### src/rtl/cgra_pe_mc_if.sv
// rtl/cgra_pe_mc_if.sv - configuration, run-control and operand/result bundle for cgra_pe_mc
interface cgra_pe_mc_if #(
    parameter int DATA_WIDTH = 16,
    parameter int NUM_CTX    = 8,
    parameter int CW         = $clog2(NUM_CTX)
);
    logic                  cfg_we;
    logic [CW-1:0]         cfg_addr;
    logic [63:0]           cfg_data;
    logic [CW:0]           cfg_ctx_count;
    logic                  start;
    logic                  stop;
    logic [DATA_WIDTH-1:0] data_in_n;
    logic [DATA_WIDTH-1:0] data_in_e;
    logic [DATA_WIDTH-1:0] data_in_s;
    logic [DATA_WIDTH-1:0] data_in_w;
    logic                  valid_in_n;
    logic                  valid_in_e;
    logic                  valid_in_s;
    logic                  valid_in_w;
    logic                  ack_in_n;
    logic                  ack_in_e;
    logic                  ack_in_s;
    logic                  ack_in_w;
    logic [DATA_WIDTH-1:0] data_out;
    logic [4:0]            valid_out;
    logic                  ready_in;
    logic                  busy;
    logic [CW-1:0]         ctx_id;

    modport master (
        output cfg_we, cfg_addr, cfg_data, cfg_ctx_count, start, stop,
        output data_in_n, data_in_e, data_in_s, data_in_w,
        output valid_in_n, valid_in_e, valid_in_s, valid_in_w, ready_in,
        input  ack_in_n, ack_in_e, ack_in_s, ack_in_w,
        input  data_out, valid_out, busy, ctx_id
    );

    modport slave (
        input  cfg_we, cfg_addr, cfg_data, cfg_ctx_count, start, stop,
        input  data_in_n, data_in_e, data_in_s, data_in_w,
        input  valid_in_n, valid_in_e, valid_in_s, valid_in_w, ready_in,
        output ack_in_n, ack_in_e, ack_in_s, ack_in_w,
        output data_out, valid_out, busy, ctx_id
    );
endinterface

### src/rtl/cgra_pe_mc.sv
// rtl/cgra_pe_mc.sv - multi-context CGRA processing element with four directional operand inputs
module cgra_pe_mc #(
    parameter int DATA_WIDTH = 16,
    parameter int NUM_CTX    = 8,
    parameter int CW         = $clog2(NUM_CTX)
) (
    input  logic        clk,
    input  logic        rst_n,
    cgra_pe_mc_if.slave bus
);
    typedef enum logic {IDLE, RUN} state_t;

    localparam logic [5:0] OP_ADD  = 6'd1;
    localparam logic [5:0] OP_SUB  = 6'd2;
    localparam logic [5:0] OP_MUL  = 6'd3;
    localparam logic [5:0] OP_MAC  = 6'd4;
    localparam logic [5:0] OP_CMP  = 6'd5;
    localparam logic [5:0] OP_PASS = 6'd6;

    state_t                state_q, state_d;
    logic [CW-1:0]         ctx_id_q, ctx_id_d;
    logic [DATA_WIDTH-1:0] acc_q, acc_d;
    logic [DATA_WIDTH-1:0] data_out_q, data_out_d;
    logic [4:0]            valid_out_q, valid_out_d;
    logic [63:0]           ctx_mem_q [NUM_CTX];
    logic [63:0]           ctx_mem_d [NUM_CTX];

    logic [63:0]           frame;
    logic [5:0]            op;
    logic [2:0]            src0, src1;
    logic [4:0]            route;
    logic                  acc_clr;
    logic [DATA_WIDTH-1:0] imm, a, b, acc_eff, res;
    logic [3:0]            vin, need, ack;
    logic                  is_nop, fire, xfer;
    logic [CW:0]           cnt_eff, ctx_inc;
    logic                  unused_frame_parity;

    // Operand selection: 0 imm, 1..4 N/E/S/W, 5 accumulator, 6/7 read zero.
    function automatic logic [DATA_WIDTH-1:0] pick(input logic [2:0] s,
        input logic [DATA_WIDTH-1:0] i, n, e, so, w, ac);
        case (s)
            3'd0:    pick = i;
            3'd1:    pick = n;
            3'd2:    pick = e;
            3'd3:    pick = so;
            3'd4:    pick = w;
            3'd5:    pick = ac;
            default: pick = '0;
        endcase
    endfunction

    // Which directional input (bit0 N .. bit3 W) a source encoding depends on.
    function automatic logic [3:0] dir_of(input logic [2:0] s);
        dir_of = (s >= 3'd1 && s <= 3'd4) ? (4'b0001 << (s - 3'd1)) : 4'b0000;
    endfunction

    assign frame   = ctx_mem_q[ctx_id_q];
    assign op      = frame[5:0];
    assign src0    = frame[8:6];
    assign src1    = frame[11:9];
    assign route   = frame[16:12];
    assign acc_clr = frame[17];
    assign imm     = frame[32 +: DATA_WIDTH];
    assign unused_frame_parity = ^frame;

    // Fire decision, datapath, run-control FSM and all next-state values.
    always_comb begin
        state_d     = state_q;
        ctx_id_d    = ctx_id_q;
        acc_d       = acc_q;
        data_out_d  = data_out_q;
        valid_out_d = valid_out_q;
        ctx_mem_d   = ctx_mem_q;
        ack         = 4'b0000;
        res         = '0;

        vin     = {bus.valid_in_w, bus.valid_in_s, bus.valid_in_e, bus.valid_in_n};
        acc_eff = acc_clr ? '0 : acc_q;
        a = pick(src0, imm, bus.data_in_n, bus.data_in_e, bus.data_in_s, bus.data_in_w, acc_eff);
        b = pick(src1, imm, bus.data_in_n, bus.data_in_e, bus.data_in_s, bus.data_in_w, acc_eff);
        need   = dir_of(src0) | dir_of(src1);
        is_nop = (op == 6'd0) || (op > OP_PASS);
        xfer   = (valid_out_q != 5'd0) && bus.ready_in;
        fire   = (state_q == RUN) &&
                 (is_nop || ((&(vin | ~need)) && ((valid_out_q == 5'd0) || bus.ready_in)));

        // Out-of-range context counts are clamped so ctx_id always stays in bounds.
        if (bus.cfg_ctx_count == '0)
            cnt_eff = (CW+1)'(1);
        else if (bus.cfg_ctx_count > (CW+1)'(NUM_CTX))
            cnt_eff = (CW+1)'(NUM_CTX);
        else
            cnt_eff = bus.cfg_ctx_count;
        ctx_inc = {1'b0, ctx_id_q} + (CW+1)'(1);

        case (op)
            OP_ADD:  res = a + b;
            OP_SUB:  res = a - b;
            OP_MUL:  res = a * b;
            OP_MAC:  res = acc_eff + a * b;
            OP_CMP:  res = {{(DATA_WIDTH-1){1'b0}}, ($signed(a) > $signed(b))};
            OP_PASS: res = a;
            default: res = '0;
        endcase

        if (xfer) begin
            data_out_d  = '0;
            valid_out_d = 5'd0;
        end

        if (fire) begin
            ctx_id_d = (ctx_inc >= cnt_eff) ? '0 : ctx_inc[CW-1:0];
            if (!is_nop) begin
                ack         = need;
                data_out_d  = res;
                valid_out_d = route;
                if (op == OP_MAC)
                    acc_d = res;
            end
        end

        case (state_q)
            IDLE: begin
                if (bus.start) begin
                    state_d  = RUN;
                    ctx_id_d = '0;
                end
                if (bus.cfg_we)
                    ctx_mem_d[bus.cfg_addr] = bus.cfg_data;
            end
            default: begin
                if (bus.stop)
                    state_d = IDLE;
            end
        endcase
    end

    // State register; reset wipes every context back to NOP.
    always_ff @(posedge clk or negedge rst_n) begin
        if (!rst_n) begin
            state_q     <= IDLE;
            ctx_id_q    <= '0;
            acc_q       <= '0;
            data_out_q  <= '0;
            valid_out_q <= 5'd0;
            for (int i = 0; i < NUM_CTX; i++)
                ctx_mem_q[i] <= 64'd0;
        end else begin
            state_q     <= state_d;
            ctx_id_q    <= ctx_id_d;
            acc_q       <= acc_d;
            data_out_q  <= data_out_d;
            valid_out_q <= valid_out_d;
            ctx_mem_q   <= ctx_mem_d;
        end
    end

    assign bus.ack_in_n  = ack[0];
    assign bus.ack_in_e  = ack[1];
    assign bus.ack_in_s  = ack[2];
    assign bus.ack_in_w  = ack[3];
    assign bus.data_out  = data_out_q;
    assign bus.valid_out = valid_out_q;
    assign bus.busy      = (state_q == RUN);
    assign bus.ctx_id    = ctx_id_q;
endmodule

### src/flat_wrapper.sv
// flat-port wrapper written by rule: the top's interface ports become plain ports
module cgra_pe_mc_flat 
#(
    parameter int DATA_WIDTH = 16,
    parameter int NUM_CTX    = 8,
    parameter int CW         = $clog2(NUM_CTX)
)
  (clk, rst_n, bus_cfg_we, bus_cfg_addr, bus_cfg_data, bus_cfg_ctx_count, bus_start, bus_stop, bus_data_in_n, bus_data_in_e, bus_data_in_s, bus_data_in_w, bus_valid_in_n, bus_valid_in_e, bus_valid_in_s, bus_valid_in_w, bus_ready_in, bus_ack_in_n, bus_ack_in_e, bus_ack_in_s, bus_ack_in_w, bus_data_out, bus_valid_out, bus_busy, bus_ctx_id);
  cgra_pe_mc_if #(.DATA_WIDTH(DATA_WIDTH), .NUM_CTX(NUM_CTX), .CW(CW)) bus_i ();
  input  logic clk;
  input  logic rst_n;
  input wire logic [$bits(bus_i.cfg_we)-1:0] bus_cfg_we;
  input wire logic [$bits(bus_i.cfg_addr)-1:0] bus_cfg_addr;
  input wire logic [$bits(bus_i.cfg_data)-1:0] bus_cfg_data;
  input wire logic [$bits(bus_i.cfg_ctx_count)-1:0] bus_cfg_ctx_count;
  input wire logic [$bits(bus_i.start)-1:0] bus_start;
  input wire logic [$bits(bus_i.stop)-1:0] bus_stop;
  input wire logic [$bits(bus_i.data_in_n)-1:0] bus_data_in_n;
  input wire logic [$bits(bus_i.data_in_e)-1:0] bus_data_in_e;
  input wire logic [$bits(bus_i.data_in_s)-1:0] bus_data_in_s;
  input wire logic [$bits(bus_i.data_in_w)-1:0] bus_data_in_w;
  input wire logic [$bits(bus_i.valid_in_n)-1:0] bus_valid_in_n;
  input wire logic [$bits(bus_i.valid_in_e)-1:0] bus_valid_in_e;
  input wire logic [$bits(bus_i.valid_in_s)-1:0] bus_valid_in_s;
  input wire logic [$bits(bus_i.valid_in_w)-1:0] bus_valid_in_w;
  input wire logic [$bits(bus_i.ready_in)-1:0] bus_ready_in;
  output wire logic [$bits(bus_i.ack_in_n)-1:0] bus_ack_in_n;
  output wire logic [$bits(bus_i.ack_in_e)-1:0] bus_ack_in_e;
  output wire logic [$bits(bus_i.ack_in_s)-1:0] bus_ack_in_s;
  output wire logic [$bits(bus_i.ack_in_w)-1:0] bus_ack_in_w;
  output wire logic [$bits(bus_i.data_out)-1:0] bus_data_out;
  output wire logic [$bits(bus_i.valid_out)-1:0] bus_valid_out;
  output wire logic [$bits(bus_i.busy)-1:0] bus_busy;
  output wire logic [$bits(bus_i.ctx_id)-1:0] bus_ctx_id;
  assign bus_i.cfg_we = bus_cfg_we;
  assign bus_i.cfg_addr = bus_cfg_addr;
  assign bus_i.cfg_data = bus_cfg_data;
  assign bus_i.cfg_ctx_count = bus_cfg_ctx_count;
  assign bus_i.start = bus_start;
  assign bus_i.stop = bus_stop;
  assign bus_i.data_in_n = bus_data_in_n;
  assign bus_i.data_in_e = bus_data_in_e;
  assign bus_i.data_in_s = bus_data_in_s;
  assign bus_i.data_in_w = bus_data_in_w;
  assign bus_i.valid_in_n = bus_valid_in_n;
  assign bus_i.valid_in_e = bus_valid_in_e;
  assign bus_i.valid_in_s = bus_valid_in_s;
  assign bus_i.valid_in_w = bus_valid_in_w;
  assign bus_i.ready_in = bus_ready_in;
  assign bus_ack_in_n = bus_i.ack_in_n;
  assign bus_ack_in_e = bus_i.ack_in_e;
  assign bus_ack_in_s = bus_i.ack_in_s;
  assign bus_ack_in_w = bus_i.ack_in_w;
  assign bus_data_out = bus_i.data_out;
  assign bus_valid_out = bus_i.valid_out;
  assign bus_busy = bus_i.busy;
  assign bus_ctx_id = bus_i.ctx_id;
  cgra_pe_mc #(.DATA_WIDTH(DATA_WIDTH), .NUM_CTX(NUM_CTX), .CW(CW)) u_core (.clk(clk), .rst_n(rst_n), .bus(bus_i));
endmodule
### config.mk
export PLATFORM = sky130hd
export DESIGN_NAME = cgra_pe_mc_flat
export DESIGN_NICKNAME = d
export VERILOG_FILES = /design/src/rtl/cgra_pe_mc_if.sv /design/src/rtl/cgra_pe_mc.sv /design/src/flat_wrapper.sv
export SDC_FILE = /design/constraint.sdc
export NUM_CORES = 1
export LEC_CHECK = 0
export BUFFER_PORTS_ARGS = -buffer_cell sky130_fd_sc_hd__buf_2
export CAP_MARGIN = 20
export CORE_ASPECT_RATIO = 1.75
export CORE_MARGIN = 4
export CORE_UTILIZATION = 35
export DETAILED_ROUTE_END_ITERATION = 16
export GPL_TIMING_DRIVEN = 0
export HOLD_SLACK_MARGIN = 0.12
export PLACE_DENSITY = 0.59
export SLEW_MARGIN = 20
export SYNTH_ARGS = -nofsm -noshare
export SYNTH_HDL_FRONTEND = slang
export SYNTH_SLANG_ARGS = --single-unit
export TNS_END_PERCENT = 100
### constraint.sdc
create_clock -name clk -period 10.47 [get_ports clk]
set_input_delay 0.5235 -clock clk [delete_from_list [all_inputs] [get_ports clk]]
set_output_delay 0.5235 -clock clk [all_outputs]
set_load 0.005 [all_outputs]
==> flow_summary.toml <==
[logic_synthesis]
synth_top_family_by_area = "multiplexers"
yosys.area_share.simple = 0.0889
synth.distinct_cells = 94
async_reset_ff_frac = 1.00
synthAdderAreaFrac = 0.132
synth_compound_area_frac = 0.108
ys_ff_latch = 313
synth_edf_count = 0
muxShareOfSynthArea = 0.237
synth-xor-area-share = 0.0275
seq_area_frac_synth = 0.354
synth.net_count = 2355
synth_ff_type = "dfrtp_1"
yosys_warnings = 0
synthCells = 2027
netlist_area_um2 = 22100
synth_area_per_cell_um2 = 10.9

[run_status]
status = "completed"

[floorplan]
dieArea_um2 = 67400
die_h_um = 340
coreArea_um2 = 62400
die_x_um = 198
ios = 174
initial_core_util = 0.354
std_cell_rows = 121

[sta]
finalSetupViolations = 0
grt_setup_unrepaired = "false"
period_needed_ps = 10130
worstMarginPinSlew_ps = 1140
skew_ps = 32.8
relSlewSlack = 0.234
hold_ws_ps = 212
fmax_mhz = 98.7
final_hold_viol_count = 0
drv_slew = 0
period_share = 0.968

[global_route]
grt_max_degree = 107
gr-total-overflow = 0
antenna_found_initial = 12
grt_pass1_wl_um = 117000
grt_pass1_vias = 18100
grtUsageTotal = 0.231

[worst_setup_path]
crit_arrival_ps = 10650
slowest_delay_ps = 880
path_class = "reg2reg"
crit_fanout = 10
crit_required_ps = 10990
crit_slowest_cell = "a221oi_2"
endpoint_kind = "register"
crit_path_frequent_cell = "fa_1"
start_kind = "register"

[cells_and_area]
fin_area_um2 = 25000
syn_to_final_growth_pct = 13.3
fin_cells = 3033
mostFrequentLayoutCell = "dfrtp_1"
drive_gt1_frac = 0.288
mostFrequentLayoutCells = "313 x dfrtp_1, 294 x mux2_2, 180 x inv_1, 178 x nand2_1, 168 x buf_2"
fin_util = 0.401
layout.nets = 2537

[detailed_routing]
drc = 0
avgRoutedWirePerCell_um = 26.0
first_pass_iters = 6
postRouteAntennaNets = 0
vias = 16900
drt-initial-drc-count = 1191
detail_route.wirelength_um = 78800
vias_per_cell = 5.57

[worst_hold_path]
holdCritPathClass = "in2reg"

[clock_tree]
clockBufferDepth = 3
cts_tree = "built"
root_buffer = "clkbuf_16"
clock-sinks = 313
clkLatencyLatePin_ps = 580
cts_buffers = 26
htreeDepth = 1
path_clk_slew_ps = 70

[placed_design]
numPortBuffers = 143
gp_congestion = 1.00
hpwlAfterDp_um = 63700
dp_cells = 2973
placed_cell_area_um2 = 23900

[run]
maxCapViolations = 0
-- final cells by class --
cell class                 count  area, µm²
fill                        6089      37300
antenna                        5       12.5
clock inverter                13        183
buffer                        99        463
clock buffer                  35        774
inverter                     186        707
timing repair buffer         155        903
sequential                   313       7830
multi-input combinational   1428      13200
tap                          799       1000
-- stage by stage --
| step | setup slack [ps] | TNS (ps) |
|---|---|---|
| finish | 340 | 0 |
| global route | 1.63 | 0 |
| CTS | 132 | 0 |
| detailed placement | -251 | -761 |
| global placement | -212 | -614 |
| floorplan | 2250 | 0 |
-- final timing paths --
path                                         from                 endpoint  slack [ps]  cells past startpoint
max                          u_core.bus.ctx_id[0]         u_core.acc_q[15]         340                     29
min                                     bus_start          u_core.bus.busy         210                      3
max reg2reg                  u_core.bus.ctx_id[0]         u_core.acc_q[15]         340                     29
min reg2reg                u_core.bus.data_out[2]   u_core.bus.data_out[2]         480                      2
max in group asynchronous                   rst_n    u_core.ctx_mem_q[235]        8230                      5
min in group asynchronous                   rst_n  u_core.bus.data_out[12]         480                      2
-- flip-flops by register name, indices dropped and copies added (netlist names) --
register / count
u_core.bus.ctx_id: 3
u_core.ctx_mem_q: 272
u_core.bus.busy: 1
u_core.bus.data_out: 16
u_core.bus.valid_out: 5
u_core.acc_q: 16
-- per-layer routing --
metal  vias up  wire length [µm]  track usage
met5         -                73            0
met4        12              6400        0.152
met3       217              3970       0.0312
met2       612             41600        0.422
met1      8557             26800        0.242
li1       7505                 -            -
-- critical path, delay by kind of cell (launching register included) --
family / cells / cell delay, ps
simple gates: 2 / 120
flops: 1 / 440
mux: 4 / 1640
compound gates: 5 / 1910
buf+inv: 7 / 1070
xor+xnor: 2 / 760
fa+ha+maj: 9 / 4110
-- cell usage after synthesis, types with 24 or more instances --
master	n	area share
nor2_1	149	0.025
mux2i_1	40	0.018
xnor2_1	45	0.018
fa_1	83	0.075
mux2_2	294	0.15
mux4_2	62	0.063
a21oi_1	82	0.019
a21o_1	30	0.010
buf_2	24	0.0054
clkbuf_1	63	0.011
inv_1	180	0.031
o21ai_0	46	0.010
nand2_1	178	0.030
ha_1	100	0.057
dfrtp_1	313	0.35
-- logic make-up after synthesis --
family,Yosys count
fa+ha+maj,183
simple gates,445
buf+inv,286
xor+xnor,66
compound gates,330
mux,404
flops,313
-- timing repair --
item / 4_1_cts / 5_1_grt
hold endpoints to repair: 61 / 0
buffers inserted: 0 / 6
hold buffers: 2 / 0
pin swaps: 0 / 3
gates resized for setup: 2 / 14
endpoints found under the setup margin: 5 / 5
Power is left out: the tool's default activity adds up to more than one toggle a clock period on the data nets, which glitch-free logic cannot reach.
